[config.mk]
export PLATFORM = sky130hd
export DESIGN_NAME = morse_keyer
export DESIGN_NICKNAME = d
export VERILOG_FILES = /design/src/rtl/morse_keyer.sv
export SDC_FILE = /design/constraint.sdc
export NUM_CORES = 1
export LEC_CHECK = 0
export CAP_MARGIN = 20
export CORE_MARGIN = 3
export CORE_UTILIZATION = 60
export CTS_CLUSTER_DIAMETER = 40
export DETAILED_ROUTE_END_ITERATION = 12
export HOLD_SLACK_MARGIN = 0.02
export PLACE_DENSITY = 0.81
export REMOVE_ABC_BUFFERS = 1
export SLEW_MARGIN = 30
export SYNTH_ARGS = -nofsm -noshare
export SYNTH_HDL_FRONTEND = slang
export SYNTH_SLANG_ARGS = --single-unit
[constraint.sdc]
create_clock -name clk -period 4.07 [get_ports clk]
set_clock_uncertainty 0.15 [all_clocks]
set_input_delay 0.814 -clock clk [delete_from_list [all_inputs] [get_ports clk]]
set_output_delay 0.814 -clock clk [all_outputs]
set_load 0.02 [all_outputs]
[src/rtl/morse_keyer.sv]
// morse_keyer: queues Morse symbols in a small FIFO and keys them onto a line with unit-accurate timing
module morse_keyer #(
  parameter int UNIT = 70,
  parameter int DEPTH = 4
) (
  input  logic       clk,
  input  logic       reset,
  input  logic [2:0] sym,
  input  logic       sym_valid,
  output logic       sym_ready,
  output logic       signal,
  output logic       busy,
  output logic       bad_sym
);
  localparam int AW = $clog2(DEPTH);
  localparam logic [AW:0] full_occ = (AW+1)'(DEPTH);
  localparam logic [2:0] DIT = 3'd1;
  localparam logic [2:0] DAH = 3'd2;
  localparam logic [2:0] GAP = 3'd3;
  localparam logic [2:0] SPACE = 3'd4;
  // counters load duration-1 so a state lasting N cycles spans N edges
  localparam logic [8:0] len_1u = 9'(UNIT - 1);
  localparam logic [8:0] len_2u = 9'(2 * UNIT - 1);
  localparam logic [8:0] len_3u = 9'(3 * UNIT - 1);
  localparam logic [8:0] len_6u = 9'(6 * UNIT - 1);
  typedef enum logic [1:0] {IDLE, MARK, ELEM_GAP, EXTRA_GAP} state_t;
  state_t state, state_n;
  logic [8:0] cnt, cnt_n;
  logic [2:0] mem [DEPTH];
  logic [AW-1:0] wr_ptr, rd_ptr;
  logic [AW:0] occ;
  logic [2:0] head;
  logic legal, take, push, pop, nonempty;
  assign sym_ready = (occ < full_occ) && !reset;
  assign take = sym_valid && sym_ready;
  assign legal = sym inside {DIT, DAH, GAP, SPACE};
  assign push = take && legal;
  assign nonempty = occ != '0;
  assign head = mem[rd_ptr];
  assign busy = (state != IDLE) || nonempty;
  // next state: a mark is always followed by one unit of low; any finished gap chains straight into the next queued symbol
  always_comb begin
    state_n = state;
    cnt_n = cnt - 9'd1;
    pop = 1'b0;
    if (state == MARK && cnt == '0) begin
      state_n = ELEM_GAP;
      cnt_n = len_1u;
    end else if (state == IDLE || cnt == '0) begin
      pop = nonempty;
      state_n = !nonempty ? IDLE : (head == DIT || head == DAH) ? MARK : EXTRA_GAP;
      cnt_n = !nonempty ? '0 : head == DIT ? len_1u : head == DAH ? len_3u : head == GAP ? len_2u : len_6u;
    end
  end
  // FSM, FIFO bookkeeping and registered line/bad-symbol outputs
  always_ff @(posedge clk or posedge reset) begin
    if (reset) begin
      state <= IDLE;
      cnt <= '0;
      signal <= 1'b0;
      bad_sym <= 1'b0;
      occ <= '0;
      wr_ptr <= '0;
      rd_ptr <= '0;
    end else begin
      state <= state_n;
      cnt <= cnt_n;
      signal <= state_n == MARK;
      bad_sym <= take && !legal;
      occ <= occ + (AW+1)'(push) - (AW+1)'(pop);
      wr_ptr <= wr_ptr + AW'(push);
      rd_ptr <= rd_ptr + AW'(pop);
    end
  end
  // symbol storage needs no reset: occupancy alone decides what is valid
  always_ff @(posedge clk) begin
    if (push) mem[wr_ptr] <= sym;
  end
endmodule

==> results by group, run 1 <==
Global route
  – Gr busiest metal: met2
  – Gr usage total: 19.7%
  – Antenna violations before repair: 0
  – First-pass GRT wire length: 4870 µm
  – Met1 GRT Util: 21.7%
  – Met3 Usage GRT: 6.01%
  – Pin count of the biggest net entering global routing: 21
  – Grt total ovfl: 0
  – Vias in the first global route: between 1k and 1.5k
  – Met2 usage: 35.3%

Clock network
  – Insertion delay to the later sink of the worst-skew pair: between 0.3 and 0.4 ns
  – Clock-pin slew on the worst setup and hold paths: 0.10 ns
  – Clock buffer depth: 2
  – CTS Hold Buffers Added: 0
  – CTS tree: done
  – CTS root buffer: clkbuf_4
  – H-tree levels: 2
  – Total clock buffers created by CTS: 5
  – CTS Sinks: 32
  – PostCTS Resize Cnt: 0
  – Post-CTS Setup Inserts: 0

Layout
  – # fillers: 177
  – Most frequent cells in the layout: 20 x dfrtp_1, 12 x edfxtp_1, 10 x nand2_1, 9 x nor2_1, 9 x clkdlybuf4s50_1
  – Ant. Diodes: 0
  – Storage cell area: 861 µm²
  – Area of the multi-input gates: 717 µm²
  – Layout cell share with drive strength beyond 1: between 10% and 20%
  – Area Growth Syn to Fin: 11.0%
  – Most common cell after layout, fill and taps aside: dfrtp_1
  – # nets final: 154

Placed design
  – Final HPWL DP: 2180 µm
  – # port buffers: 9
  – Gpl congestion: 0.809

Critical path
  – RR Endpoint: occ[2]$_DFF_PP0_
  – Launch point of the worst path: cnt[0]$_DFF_PP0_
  – Critical path startpoint category: flip-flop
  – FF-to-FF Start: cnt[0]$_DFF_PP0_
  – R2r setup slk: 1.03 ns
  – Crit. End Element: flip-flop
  – Critical path class: reg2reg
  – Critical Path Sink: occ[2]$_DFF_PP0_
  – Required @ worst endpoint: 4.18 ns
  – Crit Path Max Fanout: 8
  – Crit path DAT: 3.16 ns
  – R2r worst-path depth: 10

Detailed routing
  – Post-route DRC: 0
  – DRT iter0 DRCs: 36
  – First-pass DRT Iterations: 4
  – ANT nets after route: 0
  – Vias per cell: 6.22
  – Vias: 1089
  – DRT Wirelength: 2890 µm
  – Routed len/inst: 16.5 µm

Timing
  – Hold_ws: approximately 0.4 ns
  – Worst-Margin Slew: 0.751 ns
  – RSZ-0062 raised after global routing: no
  – Setup tns final: 0 ns
  – Rel. slew slack: between 40% and 50%
  – Final setup vio count: 0
  – Tmin final: 3.04 ns
  – Max Freq: 329 MHz
  – Final Cycle Share: 74.8%
  – Final hold vios: 0
  – Slew Limit Fails: 0

Die
  – CORE AREA: 2500 µm²
  – Vert. Die Dim: slightly below 60 µm
  – Starting Density: 64.0%
  – Row count: 18
  – Chip Width: 57.6 µm
  – Die area: 3320 µm²
  – I/O Pins: 10

Status
  – Status: completed

Logic synthesis
  – EDFF count, synth: 12
  – Sequential-to-total area share from yosys stat: approximately 54%
  – Post-synth cell types: 43
  – Synth warn: 0
  – Post-synthesis instance total: 128
  – Syn avg cell area: 12.5 µm²
  – Top_reg_cell synth: dfrtp_1
  – Synth async-reset ratio: 62.5%
  – Synth Register Bits: 32
  – Synthesized area: 1600 µm²

Pwr
  – Max IR drop VDD: 0.000415 V
  – Pwr per Cell Area: 617 nW/µm²
  – Leak: 0.000697 µW

Flow run
  – Max cap viols: 0

Worst hold path
  – Worst hold-check path type: reg2reg
area by class of cell:
| cell class | instances | share of cell area, % |
|---|---|---|
| multi-input combinational | 90 | 40.4 |
| sequential | 32 | 48.5 |
| clock buffer | 7 | 2.54 |
| clock inverter | 1 | 0.211 |
| tap | 30 | 2.11 |
| timing repair buffer | 9 | 5.07 |
| inverter | 6 | 1.27 |
synth_stat cells, drive strengths merged, types with 3 or more instances:
library cell	number	area, µm²
xor2	7	68.8
edfxtp	12	360
mux4	3	71.3
nor3b	4	30.0
nor3	8	67.6
inv	6	22.5
nand3	3	15.0
xnor2	5	43.8
nor2	9	33.8
a21oi	5	25.0
nand2b	3	18.8
dfrtp	20	500
o21ai	3	15.0
ha	3	37.5
nand2	10	37.5
logic make-up after synthesis:
kind of cell / synth area share, %
compound gates: 10.3
xor+xnor: 7.04
fa+ha+maj: 3.60
buf+inv: 1.41
flops: 53.8
mux: 5.08
simple gates: 18.8
state kept, by name (all words and copies together) (netlist names):
signal	cells
bad_sym	1
cnt	9
mem	12
occ	3
rd_ptr	2
signal	1
state	2
wr_ptr	2
routing by layer:
metal  vias up  part of all wire (%)
li1        507                     -
met1       543                    39
met2        31                    53
met3         8                   5.2
met4         0                   3.0
met5         -                     0
stage by stage:
step | setup slack (ns) | utilization (%) | power (µW) | area (µm²) | instances
detailed placement | 0.873 | 69.1 | 934 | 1730 | 167
floorplan | 1.39 | - | 825 | 1600 | 128
global placement | 0.986 | 69.1 | 908 | 1730 | 167
CTS | 1.04 | 71.1 | 1100 | 1780 | 175
finish | 1.03 | 71.1 | 1100 | 1780 | 175
global route | 0.873 | 71.1 | 1170 | 1780 | 175
how the worst min path moves through the flow:
stage                        startpoint             endpoint  slack, ns  cells past startpoint
finish              wr_ptr[1]$_DFF_PP0_  wr_ptr[1]$_DFF_PP0_       0.40                      1
CTS                 wr_ptr[1]$_DFF_PP0_  wr_ptr[1]$_DFF_PP0_       0.40                      1
global route        wr_ptr[1]$_DFF_PP0_  wr_ptr[1]$_DFF_PP0_       0.43                      1
detailed placement  wr_ptr[1]$_DFF_PP0_  wr_ptr[1]$_DFF_PP0_       0.38                      1
floorplan           wr_ptr[1]$_DFF_PP0_  wr_ptr[1]$_DFF_PP0_       0.34                      1
global placement    wr_ptr[1]$_DFF_PP0_  wr_ptr[1]$_DFF_PP0_       0.37                      1
power by group:
group / internal (µW) / switching, µW
registers: 428 / 116
clock network: 66.3 / 102
logic: 180 / 203
critical path: stages, from the launching register on:
cell,delay (ns)
dfrtp_1,0.43
inv_1,0.08
ha_1,0.25
nor2b_1,0.32
a31oi_2,0.27
nor3_4,0.42
xnor2_1,0.14
ha_1,0.22
fa_1,0.39
xnor2_1,0.18
xnor2_1,0.13
No activity file was read; power rests on OpenSTA's default activity.
==> run 2: changes to the inputs <==
- CORE_UTILIZATION: 60 -> 58
- PLACE_DENSITY: 0.81 -> 0.78
- clock period: 4.07 -> 2.8 ns (I/O delays scaled with it)
==> results by group, run 2 (synthesis gave the netlist of run 1 again) <==
Timing
  – Rel. slew slack: 49.8%
  – Final hold vios: 0
  – Slew Limit Fails: 0
  – RSZ-0062 raised after global routing: no
  – Worst-Margin Slew: 0.753 ns
  – Max Freq: 383 MHz
  – Tmin final: between 2 and 3 ns
  – Setup tns final: 0 ns
  – Hold_ws: about 0.41 ns
  – Final setup vio count: 0
  – Final Cycle Share: 93.3%

Placed design
  – Gpl congestion: 0.837
  – # port buffers: 9
  – Final HPWL DP: ~2400 µm

Worst hold path
  – Worst hold-check path type: reg2reg

Die
  – Die area: 3430 µm²
  – Starting Density: 62.9%
  – CORE AREA: 2540 µm²
  – Vert. Die Dim: 58.5 µm
  – Chip Width: around 59 µm
  – I/O Pins: 10
  – Row count: 18

Critical path
  – Crit Path Max Fanout: 4
  – Critical path class: reg2reg
  – Critical path startpoint category: flip-flop
  – Crit path DAT: 2.71 ns
  – Crit. End Element: flip-flop
  – Required @ worst endpoint: 2.90 ns

Clock network
  – H-tree levels: 2
  – CTS Sinks: 32
  – Clock-pin slew on the worst setup and hold paths: 0.09 ns
  – CTS root buffer: clkbuf_4
  – Post-CTS Setup Inserts: 0
  – Clock buffer depth: 2
  – Total clock buffers created by CTS: 5
  – CTS tree: done
  – Insertion delay to the later sink of the worst-skew pair: 0.33 ns

Layout
  – Area Growth Syn to Fin: 18.1%
  – # nets final: about 170
  – Biggest register: mem
  – Biggest regs: mem: 12 flops, cnt: 9 flops, occ: 3 flops
  – Layout cell share with drive strength beyond 1: between 10% and 20%
  – Ant. Diodes: 0
  – Max FFs per register: 12
  – Most frequent cells in the layout: 20 x dfrtp_1, 12 x edfxtp_1, 11 x buf_4, 10 x nand2_1
  – Most common cell after layout, fill and taps aside: dfrtp_1

Detailed routing
  – ANT nets after route: 0
  – DRT Wirelength: 3070 µm
  – First-pass DRT Iterations: 4
  – Vias per cell: 5.99
  – Vias: 1114
  – DRT iter0 DRCs: 51
  – Routed len/inst: approximately 17 µm
  – Post-route DRC: 0

Global route
  – Antenna violations before repair: 0
  – Gr usage total: between 20% and 30%
  – Vias in the first global route: 1181
  – Pin count of the biggest net entering global routing: 21
  – Grt total ovfl: 0
  – First-pass GRT wire length: 5440 µm

Pwr
  – Leak: 0.000768 µW
  – Total power: 1680 µW
  – Max IR drop VDD: 0.000724 V
  – Pwr per Cell Area: 889 nW/µm²

Flow run
  – Max cap viols: 0

Status
  – Status: completed
-- run 2: cell count changes in the layout (fill, tap and decap cells not counted), sizes merged --
cell    before  now
clkinv       1    0
clkbuf       7    8
buf          0   11
-- run 2: layout make-up --
cell class                 count  area (µm²)
tap                           30        37.5
multi-input combinational     90         727
fill                         173         656
timing repair buffer          20         173
clock buffer                   8        68.8
inverter                       6        22.5
sequential                    32         861
-- run 2: worst max-delay path, cell delays in order, from the launching register on --
cell,delay [ns]
dfrtp_1,0.45
or3_4,0.45
nor4_4,0.35
nor3_4,0.09
xnor2_1,0.16
ha_1,0.20
fa_1,0.37
xnor2_1,0.17
xnor2_1,0.14
-- run 2: path summary, 6_finish.rpt --
| kind | start | endpoint | slack, ns | cells after the start |
|---|---|---|---|---|
| setup / recovery | cnt[3]$_DFF_PP0_ | occ[2]$_DFF_PP0_ | 0.19 | 8 |
| hold / removal | wr_ptr[1]$_DFF_PP0_ | wr_ptr[1]$_DFF_PP0_ | 0.41 | 1 |
| setup reg to reg | cnt[3]$_DFF_PP0_ | occ[2]$_DFF_PP0_ | 0.19 | 8 |
| hold reg to reg | wr_ptr[1]$_DFF_PP0_ | wr_ptr[1]$_DFF_PP0_ | 0.41 | 1 |
| max in group asynchronous | reset | rd_ptr[1]$_DFF_PP0_ | 1.49 | 2 |
| min in group asynchronous | reset | occ[0]$_DFF_PP0_ | 0.53 | 2 |
-- run 2: power breakdown --
part           switching [µW]  internal (µW)
logic                     305            285
registers                 174            621
clock network             146            148
-- run 2: what timing repair did --
action / CTS / global route
resized for setup: 0 / 2
endpoints found under the setup margin: 0 / 1
hold buffers: 0 / 0
-- run 2: stage by stage --
step | std cells | setup slack (ns) | utilization, % | cell area, µm²
floorplan | 128 | 0.172 | - | 1600
global placement | 178 | 0.113 | 71.1 | 1810
detailed placement | 178 | 0.0361 | 71.1 | 1810
CTS | 186 | 0.152 | 73.8 | 1880
global route | 186 | 0.0401 | 74.2 | 1890
finish | 186 | 0.189 | 74.2 | 1890
-- run 2: layer usage --
metal  GRT usage, %  vias to the layer above  routed length, µm
met3           5.92                        7                 93
met4           6.62                        0                 48
met5              0                        -                  0
li1               -                      531                  -
met1           26.9                      550               1310
met2           36.4                       26               1620
